File: src/rtl/systolic_feeder.sv
// Edge feeder for an N x N systolic PE array: buffers one A/B operand tile
// beat by beat, then streams it into the west/north edges with per-lane skew.
module systolic_feeder #(
  parameter int N        = 4,
  parameter int NUM_BITS = 8
) (
  input  logic                     clk_i,
  input  logic                     rst_i,
  input  logic                     valid_i,
  output logic                     ready_o,
  input  logic [N*NUM_BITS-1:0]    a_i,
  input  logic [N*NUM_BITS-1:0]    b_i,
  output logic [N*NUM_BITS-1:0]    left_o,
  output logic [N*NUM_BITS-1:0]    top_o,
  output logic                     out_valid_o,
  output logic                     start_o,
  output logic                     done_o
);

  localparam int KW = (N > 1) ? $clog2(N) : 1;
  localparam int TW = (N > 1) ? $clog2(2 * N - 1) : 1;

  localparam logic [KW-1:0] K_LAST = KW'(N - 1);
  localparam logic [KW-1:0] K_ONE  = KW'(1);
  localparam logic [TW-1:0] T_LAST = TW'(2 * N - 2);
  localparam logic [TW-1:0] T_ONE  = TW'(1);
  localparam logic [TW-1:0] W_MAX  = TW'(N - 1);

  typedef enum logic [1:0] {
    S_LOAD = 2'd0,
    S_EMIT = 2'd1,
    S_DONE = 2'd2
  } state_e;

  state_e                  state_q, state_d;
  logic [KW-1:0]           k_q, k_d;
  logic [TW-1:0]           t_q, t_d;
  logic                    accept;
  logic                    emit_en;
  logic                    emit_first;
  logic                    emit_last;

  logic [N*NUM_BITS-1:0]   left_d, top_d;
  logic [N*NUM_BITS-1:0]   left_q, top_q;
  logic                    out_valid_q, start_q, done_q;

  assign accept = valid_i && ready_o;

  // ---------------------------------------------------------------- FSM
  always_ff @(posedge clk_i) begin
    if (rst_i) begin
      state_q <= S_LOAD;
    end else begin
      state_q <= state_d;
    end
  end

  always_comb begin
    state_d = state_q;
    case (state_q)
      S_LOAD:  if (accept && (k_q == K_LAST)) state_d = S_EMIT;
      S_EMIT:  if (t_q == T_LAST)             state_d = S_DONE;
      S_DONE:                                 state_d = S_LOAD;
      default:                                state_d = S_LOAD;
    endcase
  end

  // ready_o depends on state only, never on valid_i.
  always_comb begin
    ready_o    = 1'b0;
    emit_en    = 1'b0;
    emit_first = 1'b0;
    emit_last  = 1'b0;
    case (state_q)
      S_LOAD: ready_o = 1'b1;
      S_EMIT: begin
        emit_en    = 1'b1;
        emit_first = (t_q == '0);
        emit_last  = (t_q == T_LAST);
      end
      default: ;
    endcase
  end

  // ----------------------------------------------------------- counters
  always_comb begin
    k_d = k_q;
    t_d = t_q;
    if (accept) begin
      k_d = (k_q == K_LAST) ? '0 : k_q + K_ONE;
    end
    if (state_q == S_LOAD) begin
      t_d = '0;
    end else if (emit_en && !emit_last) begin
      t_d = t_q + T_ONE;
    end
  end

  always_ff @(posedge clk_i) begin
    if (rst_i) begin
      k_q <= '0;
      t_q <= '0;
    end else begin
      k_q <= k_d;
      t_q <= t_d;
    end
  end

  // -------------------------------------------------------------- lanes
  // Lane gi holds row gi of A and column gi of B, both indexed by beat k,
  // so the skewed read for lane gi is simply element (t - gi) of each.
  for (genvar gi = 0; gi < N; gi++) begin : g_lane
    localparam logic [TW-1:0] LO = TW'(gi);

    logic [NUM_BITS-1:0] a_row [N];
    logic [NUM_BITS-1:0] b_col [N];
    logic [TW:0]         diff;
    logic                in_win;
    logic [KW-1:0]       idx;

    always_ff @(posedge clk_i) begin
      if (accept) begin
        a_row[k_q] <= a_i[gi*NUM_BITS +: NUM_BITS];
        b_col[k_q] <= b_i[gi*NUM_BITS +: NUM_BITS];
      end
    end

    // Borrow bit of diff flags t < gi; the upper bound is t - gi <= N-1.
    assign diff   = {1'b0, t_q} - {1'b0, LO};
    assign in_win = emit_en && !diff[TW] && (diff[TW-1:0] <= W_MAX);
    assign idx    = diff[KW-1:0];

    assign left_d[gi*NUM_BITS +: NUM_BITS] = in_win ? a_row[idx] : '0;
    assign top_d[gi*NUM_BITS +: NUM_BITS]  = in_win ? b_col[idx] : '0;
  end

  // ----------------------------------------------------- output register
  always_ff @(posedge clk_i) begin
    if (rst_i) begin
      left_q      <= '0;
      top_q       <= '0;
      out_valid_q <= 1'b0;
      start_q     <= 1'b0;
      done_q      <= 1'b0;
    end else begin
      left_q      <= left_d;
      top_q       <= top_d;
      out_valid_q <= emit_en;
      start_q     <= emit_first;
      done_q      <= emit_last;
    end
  end

  assign left_o      = left_q;
  assign top_o       = top_q;
  assign out_valid_o = out_valid_q;
  assign start_o     = start_q;
  assign done_o      = done_q;

endmodule

File: config.mk
export PLATFORM = sky130hd
export DESIGN_NAME = systolic_feeder
export DESIGN_NICKNAME = d
export VERILOG_FILES = /design/src/rtl/systolic_feeder.sv
export SDC_FILE = /design/constraint.sdc
export NUM_CORES = 1
export LEC_CHECK = 0
export ABC_AREA = 1
export CORE_MARGIN = 2
export CORE_UTILIZATION = 61
export CTS_BUF_LIST = sky130_fd_sc_hd__clkbuf_16
export CTS_CLUSTER_DIAMETER = 50
export DETAILED_ROUTE_END_ITERATION = 8
export PLACE_DENSITY = 0.9
export SETUP_SLACK_MARGIN = 0.1
export SLEW_MARGIN = 0
export SYNTH_ARGS = -nofsm -noshare
export SYNTH_HDL_FRONTEND = slang
export SYNTH_SLANG_ARGS = --single-unit
File: constraint.sdc
create_clock -name clk_i -period 8.58 [get_ports clk_i]
set_input_delay 0.858 -clock clk_i [delete_from_list [all_inputs] [get_ports clk_i]]
set_output_delay 0.858 -clock clk_i [all_outputs]
set_load 0.05 [all_outputs]
## After elaboration in Yosys (flattened, before gate mapping)

Memory sizes are Yosys's and may differ from the RTL's. A register that Yosys moved wholly into a read port is not among the register bits.
Index checks and enable logic that the tools add are counted.

| storage, ports and cells | value |
|---|---|
| register bits | 10 |
| bits in writable memories | 256 |
| input port bits | 67 |
| output and inout bits | 68 |
| word-level logic and storage cells | 65 |
| memories kept | 8 |

Memory list:

| memory | words | bits a word | read ports | clocked after memory_dff | wr ports | RTL line | RTL |
|---|---|---|---|---|---|---|---|
| g_lane[0].a_row | 4 | 8 | 1 | 1 | 1 | 115 | `logic [NUM_BITS-1:0] a_row [N];` |
| g_lane[0].b_col | 4 | 8 | 1 | 1 | 1 | 116 | `logic [NUM_BITS-1:0] b_col [N];` |
| g_lane[1].a_row | 4 | 8 | 1 | 1 | 1 | 115 |  |
| g_lane[1].b_col | 4 | 8 | 1 | 1 | 1 | 116 |  |
| g_lane[2].a_row | 4 | 8 | 1 | 1 | 1 | 115 |  |
| g_lane[2].b_col | 4 | 8 | 1 | 1 | 1 | 116 |  |
| +2 memories | -- | -- | -- | -- | -- | -- |  |

| cells by class | value |
|---|---|
| add/sub/neg operators | 5 |
| magnitude comparators | 4 |
| eq/ne operators | 5 |
| muxes and demuxes | 9 |
| bitwise logic cells | 5 |
| reductions and logical operators | 23 |

Operator list:

| kind | count |
|---|---|
| $le 3x2->1 const B | 4 |
| $reduce_or 2->1 | 6 |
| $logic_and 1x1->1 | 10 |
| $sub 3x2->4 const B | 2 |
| $mux 2 | 3 |
| $mux 1 | 5 |
| $not 1->1 | 5 |
| $logic_not 1->1 | 4 |
| $ne 2x2->1 const B | 2 |
| $pmux 2 s2 | 1 |
| $sub 3x1->4 const B | 1 |
| $add 3x1->3 const B | 1 |
| $eq 3x3->1 const B | 1 |
| $logic_not 3->1 | 1 |
| $add 2x1->2 const B | 1 |
| $eq 2x1->1 const B | 1 |
| $eq 2x2->1 const B | 1 |
| $logic_not 2->1 | 1 |
| $reduce_and 2->1 | 1 |

## Logic depth before layout (Yosys ltp)

Gate-level depths: netlist (run 1).

| depth | value |
|---|---|
| depth after elaboration | 6 |
| mapped depth | 13 |
| depth with buffers taken out | 8 |

## Worst setup path after synthesis (run 1)

Ideal clock, no wire load.

| path | value |
|---|---|
| path kind | reg-to-reg |
| from | register state_q[0] |
| to | memory g_lane[0].a_row[0][0] (enable) |
| library setup time | 0.487 ns |
| arrival time | 4.053 ns |
| data required time | 8.093 ns |
| path slack | 4.041 ns |
| cell stages (with the launch flop) | 4 |
| buffers on the path | 0 |
| period minus slack after synthesis | 4.539 ns |
| cells stage by stage | dfxtp_1 nor2_1 nand2_1 nor2_1 |

| between the ends | value |
|---|---|
| word-level cells in the longest chain between the ends | 5 |

RTL lines:

| what | RTL line | RTL |
|---|---|---|
| from (decl) | 35 | `state_e state_q, state_d;` |
| from (signal assigned) | 54 | `state_q <= state_d;` |
| $logic_not 2->1 | 74 | `case (state_q)` |
| $mux 1 | 74 |  |
| named net ready_o | 10 | `output logic ready_o,` |
| $logic_and 1x1->1 | 47 | `assign accept = valid_i && ready_o;` |
| $mux 1 | 122 | `if (accept) begin` |
| $mux 1 (implied by the code) | 123 | `a_row[k_q] <= a_i[gi*NUM_BITS +: NUM_BITS];` |
| to (decl) | 115 |  |

The timed path passes the listed nets, and every way through them passes these cells.

## Final worst setup path (run 1)

| path | value |
|---|---|
| from | register t_q[1] |
| to | register top_q[9], in the netlist top_o[9], read port of g_lane[1].b_col |

| between the ends | value |
|---|---|
| word-level cells in the longest chain between the ends | 6 |
| elaborated cells on any way between the ends | 7 |
| those cells by class | add/sub (1); order compare (1); bitwise (1); reduce/logical (4) |

RTL lines:

| what | RTL line | RTL |
|---|---|---|
| from (decl) | 37 | `logic [TW-1:0] t_q, t_d;` |
| from (signal assigned) | 105 | `t_q <= t_d;` |
| $sub 3x1->4 * | 129 | `assign diff = {1'b0, t_q} - {1'b0, LO};` |
| parallel branches: the longest is 5 deep, another holds $le 3x2->1 | -- |  |
| to (decl) | 44 | `logic [N*NUM_BITS-1:0] left_q, top_q;` |

Every way passes the cells marked *.
A chain may end at the register's enable or synchronous reset.

==> results.toml, run 1 <==
[min_path]
holdCritStartpoint = "k_q[1]"
hold_class = "reg2reg"

[synthesis]
synth_area_leaders = "edfxtp_1, dfxtp_1, nand2_1, inv_1, nand3_1"
synthAdderAreaFrac = 0.01339
avgSynthCellArea_um2 = 10.48
yosysTopAreaCellShare = 0.5877
synth_compound_area_frac = 0.01004
synth_simple_gate_area_share = 0.1680
ys_ff_latch = 330
synth_cell_types = 23
synthMuxAreaShare = 0
synth_top_family_by_area = "simple AND/OR/NAND/NOR gates"
synth_xor_area_frac = 0
synth_cells = 1248
synth_area_leader_cell = "edfxtp_1"
yosys_warnings = 0
ys_seq_area_frac = 0.7009
synth_nets = 1329
synthesis.area_mm2 = 0.01308

[detailed_routing]
drc_errors = 0
antenna_left = 0
wirelength_um = 28200
post_drt_wl_per_cell_um = 16.79
vias = 8703
via_per_inst = 5.180
drt_iter0_markers = 806
first_pass_iters = 6

[timing]
hold_viol = 0
tns_ns = 0
relSlewSlack = 0.2172
finalCritPeriodShare = 0.3950
fin_crit_ns = 3.389
slew_viol_final = 0
clock_skew_ns = 0.01743
fmax_mhz = 295.1
tightest_slew_ns = 1.173
rsz0062_at_grt = "false"
setup_viol = 0

[clocking]
clk_latency_ns = 0.51
clkSinkCount = 330
cts_setup_buffers = 0
hold_buffers = 0
clockBufferDepth = 3
clk_pin_slew_ns = 0.06
cts_resized = 0
cts_tree = "built"
clock-root-buffer = "clkbuf_16"
cts_buffers = 34
cts_max_level = 2

[finish]
finalNetCount = 1460
multiInputGateArea_mm2 = 0.002526
syn_to_final_growth_pct = 18.80
drive_above_1_share = 0.04915
final-seq-area_mm2 = 0.009174
final_common_cell = "nand2_1"
nFillCells = 1259
layout_common_cells = "nand2_1, inv_1, edfxtp_1"
final_cells = 1680

[setup_path]
reg2reg_slack_ns = 5.19
cp.arrival_ns = 3.80
critPathRequiredTime_ns = 9.00
reg2reg_from = "t_q[1]"
cp-end-kind = "flip-flop"
startpoint = "t_q[1]"
critPathKind = "reg2reg"
crit_fanout = 38
startpoint_type = "flip-flop"

[global_route]
grt_max_degree = 86
grt_pass1_vias = 8980
grt_antenna_before_repair = 1
grt.total_usage = 0.2535
grt_pass1_wl_um = 43790
grt_overflow = 0

[floorplan]
die_height_um = 150.4
ios = 135
die_w_um = 150.4
dieArea_mm2 = 0.02263
rows = 53
core-area_mm2 = 0.02102
start_util = 0.6223

[place]
io_buffers = 134
place_inst = 1618
dp_hpwl_um = 15640
gp_congestion = 0.7602

[power]
vdd_drop_max_uv = 176.4
leakage_nw = 6.875
p_per_area_mw_per_mm2 = 209.2

[flow_run]
cap_viol_max_count = 0

[run_status]
status = "finished, final reports clean"
-- registers in the layout, indices dropped and copies added (netlist names), 2 cells and up --
register and flops:
g_lane.a_row 128, g_lane.b_col 128, k_q 2, left_o 32
state_q 2, t_q 3, top_o 32
-- synth_stat cells --
cell and n:
buf_1 2, inv_4 1, nor2_2 1, inv_1 289, o21ai_0 5, ha_1 14, edfxtp_1 256, buf_2 26
o21ai_2 1, dfxtp_1 74, nand2_1 353, buf_4 3, nand3_2 2, nand2_2 2, nor3_1 1, buf_6 12
nor2_1 67, a21oi_1 18, clkbuf_1 4, a21boi_1 1, nand3_1 113, nor2_4 1, inv_2 2
-- critical path: stages, from the launching register on --
cell     delay (ns)
dfxtp_2        0.88
inv_1          0.12
buf_4          0.32
ha_1           0.34
buf_4          0.27
inv_1          0.90
nand3_1        0.16
nand2_1        0.12
inv_1          0.04
nor2_1         0.11
-- metrics by stage --
step / instance area, um^2 / setup WS, ns / hold slack [ns] / utilization / total power, mW
after floorplan: 13080 / 4.041 / 0.4993 / - / 1.895
after global placement: 14550 / 5.392 / 0.5136 / 0.6919 / 1.956
after detailed placement: 14550 / 5.236 / 0.5397 / 0.6919 / 1.967
after CTS: 15540 / 5.174 / 0.5462 / 0.7392 / 3.271
after global routing: 15540 / 4.984 / 0.6029 / 0.7393 / 3.348
final: 15540 / 5.191 / 0.5460 / 0.7393 / 3.252
-- report_power, final --
group	leakage [nW]	switching, mW	total, mW	internal [mW]
clock network	0.541	0.576	1.32	0.739
registers	2.95	0.0151	1.80	1.79
logic	3.39	0.0877	0.137	0.0490
total	6.88	0.679	3.25	2.57
-- worst paths after layout --
kind,to,cells past startpoint
setup / recovery,top_o[9],9
hold / removal,k_q[1],2
setup reg to reg,top_o[9],9
hold reg to reg,k_q[1],2
-- layout make-up --
class,instances,share of cell area
Antenna cell,1,0.0001610
Sequential cell,330,0.5903
Clock inverter,26,0.007568
Clock buffer,35,0.05636
Tap cell,275,0.02214
Multi-Input combinational cell,579,0.1625
Inverter,292,0.07077
Timing Repair Buffer,142,0.09017
-- layer usage --
layer | global-route usage | up-vias | part of all wire
met5 | 0 | - | 0
met4 | 0.1184 | 0 | 0.038
met3 | 0.04758 | 84 | 0.086
met2 | 0.4607 | 443 | 0.53
met1 | 0.2885 | 4055 | 0.35
li1 | - | 4121 | -
-- kinds of logic (layout without fill, tap and decap cells) --
group,count (synthesis),in the layout
flip-flops,330,330
AO/OA/AOI/OAI,25,25
AND/OR/NAND/NOR,540,540
adder cells (fa/ha/maj),14,14
buffers and inverters,339,495
other,0,1
(Power assumes the default switching activity.)
==> run 2: changes to the inputs <==
CORE_UTILIZATION = 51   (was 61)
PLACE_DENSITY = 0.81   (was 0.9)
clock period = 2.7 ns   (was 8.58 ns; I/O delays follow)
==> run 2 against run 1 <==
Effect of this change: sequential power grew to 3.2 times the previous value; critical path depth shrank 1; flip-flop and latch count is the same; count of clock-buffer cells in the layout grew 4; highest routed layer unchanged.
==> results.toml, run 2 (synthesis results as in run 1) <==
[clocking]
cts_resized = 0
cts_setup_buffers = 0
clk_pin_slew_ns = 0.06
cts_buffers = 35
clockBufferDepth = 3
clkSinkCount = 330
hold_buffers = 0
clk_latency_ns = 0.51
clock-root-buffer = "clkbuf_16"
cts_max_level = 2
cts_tree = "built"

[detailed_routing]
vias = 8411
wirelength_um = 25960
drt_iter0_markers = 599
via_per_inst = 4.812
first_pass_iters = 5
drc_errors = 0
antenna_left = 0
post_drt_wl_per_cell_um = 14.85

[setup_path]
critPathKind = "reg2reg"
startpoint_type = "flip-flop"
slowest_delay_ns = 0.58
crit_fanout = 33
cp_cell_sequence = "inv_4 > ha_2 > inv_1 > buf_4 > nand3_1 > nand2_1 > inv_1 > nor2_1"
critical_path.slowest_cell = "dfxtp_4"
critPathRequiredTime_ns = 3.08
cp_top_family = "buffers and inverters"
cp-end-kind = "flip-flop"
crit_buf_inv = 4
cp.arrival_ns = 2.53
worst_path_most_repeated_cell = "inv_1"

[floorplan]
core-area_mm2 = 0.02518
dieArea_mm2 = 0.02695
rows = 58
die_height_um = 164.2
ios = 135
start_util = 0.5195
die_w_um = 164.2

[global_route]
grt_max_degree = 74
grt_overflow = 0
grt_pass1_wl_um = 40880
busiest_layer = "met2"
met1_usage = 0.2339
grt_antenna_before_repair = 2
grt.total_usage = 0.1974
grt_pass1_vias = 8337
met2_usage = 0.3505
grtUsageMet3 = 0.04066

[place]
io_buffers = 134
gp_congestion = 0.7747
dp_hpwl_um = 15490

[power]
p_clk_frac = 0.437
combPwrFrac = 0.040
switching_share = 0.1999
vdd_drop_max_uv = 592.0
p_per_area_mw_per_mm2 = 684.7
seqPwrFrac = 0.523
power_switching_mw = 2.182
p_int_mw = 8.734
leakage_nw = 6.996

[timing]
rsz0062_at_grt = "false"
clock_skew_ns = 0.01378
tns_ns = 0
slew_viol_final = 0
hold_viol = 0
worst_hold_slack_ns = 0.3996
setup_viol = 0
fmax_mhz = 463.5
relSlewSlack = 0.4610
fin_crit_ns = 2.157
finalCritPeriodShare = 0.7991
tightest_slew_ns = 0.8085

[finish]
layout_common_cells = "nand2_1, inv_1, edfxtp_1"
largest_registers = "g_lane.a_row x128, g_lane.b_col x128"
finalNetCount = 1472
syn_to_final_growth_pct = 21.88
drive_above_1_share = 0.06351
final_common_cell = "nand2_1"

[min_path]
hold_class = "in2reg"

[flow_run]
cap_viol_max_count = 0

[run_status]
status = "finished, final reports clean"
-- run 2: changes by cell type in the layout (fill, tap and decap cells not counted), sizes merged --
cell / before / now
clkinvlp: 0 / 4
buf: 8 / 19
clkbuf: 35 / 39
inv: 304 / 301
bufinv: 0 / 3
clkinv: 14 / 8
-- run 2: area by class of cell --
type	instances	area, um^2
multi-input cells	579	2536
inverters	292	1102
diodes	1	2.502
well taps	330	412.9
clock buffers	39	975.9
fillers	1860	9238
repair buffers	153	1534
clock inverters	24	206.4
flip-flops and latches	330	9174
-- run 2: layer usage --
layer  vias to the layer above  share of wire
met4                         0          0.029
li1                       4149              -
met1                      3925           0.40
met2                       274           0.51
met3                        63          0.066
met5                         -              0
-- run 2: worst paths after layout --
path / endpoint / startpoint / slack [ns] / cells after the start
max: top_o[26] / t_q[0] / 0.54 / 8
min: g_lane[2].a_row[1][5] / a_i[21] / 0.40 / 1
max reg2reg: top_o[26] / t_q[0] / 0.54 / 8
min reg2reg: k_q[1] / k_q[1] / 0.53 / 2
-- run 2: power groups by stage --
stage | clock network (mW) | registers, mW | logic, mW
finish | 4.77 | 5.71 | 0.438
global route | 5.07 | 5.72 | 0.489
CTS | 4.85 | 5.71 | 0.444
detailed placement | 0 | 5.82 | 0.441
global placement | 0 | 5.81 | 0.424
floorplan | 0 | 5.82 | 0.194
-- run 2: per-stage QoR --
stage / instances / worst slack, ns / instance area (um^2) / total power, mW / utilization
floorplan: 1248 / 0.3213 / 13120 / 6.016 / -
global placement: 1684 / 0.6075 / 14760 / 6.234 / 0.5861
detailed placement: 1684 / 0.5765 / 14760 / 6.258 / 0.5861
CTS: 1747 / 0.5632 / 15940 / 11.01 / 0.6331
global route: 1748 / 0.3722 / 15940 / 11.28 / 0.6332
finish: 1748 / 0.5425 / 15940 / 10.92 / 0.6332
-- run 2: worst reg2reg max path, cell delays in order, from the launching register on --
cell and delay [ns]:
dfxtp_4 0.58, inv_4 0.08, ha_2 0.54, inv_1 0.31
buf_4 0.29, nand3_1 0.10, nand2_1 0.06, inv_1 0.05
nor2_1 0.03
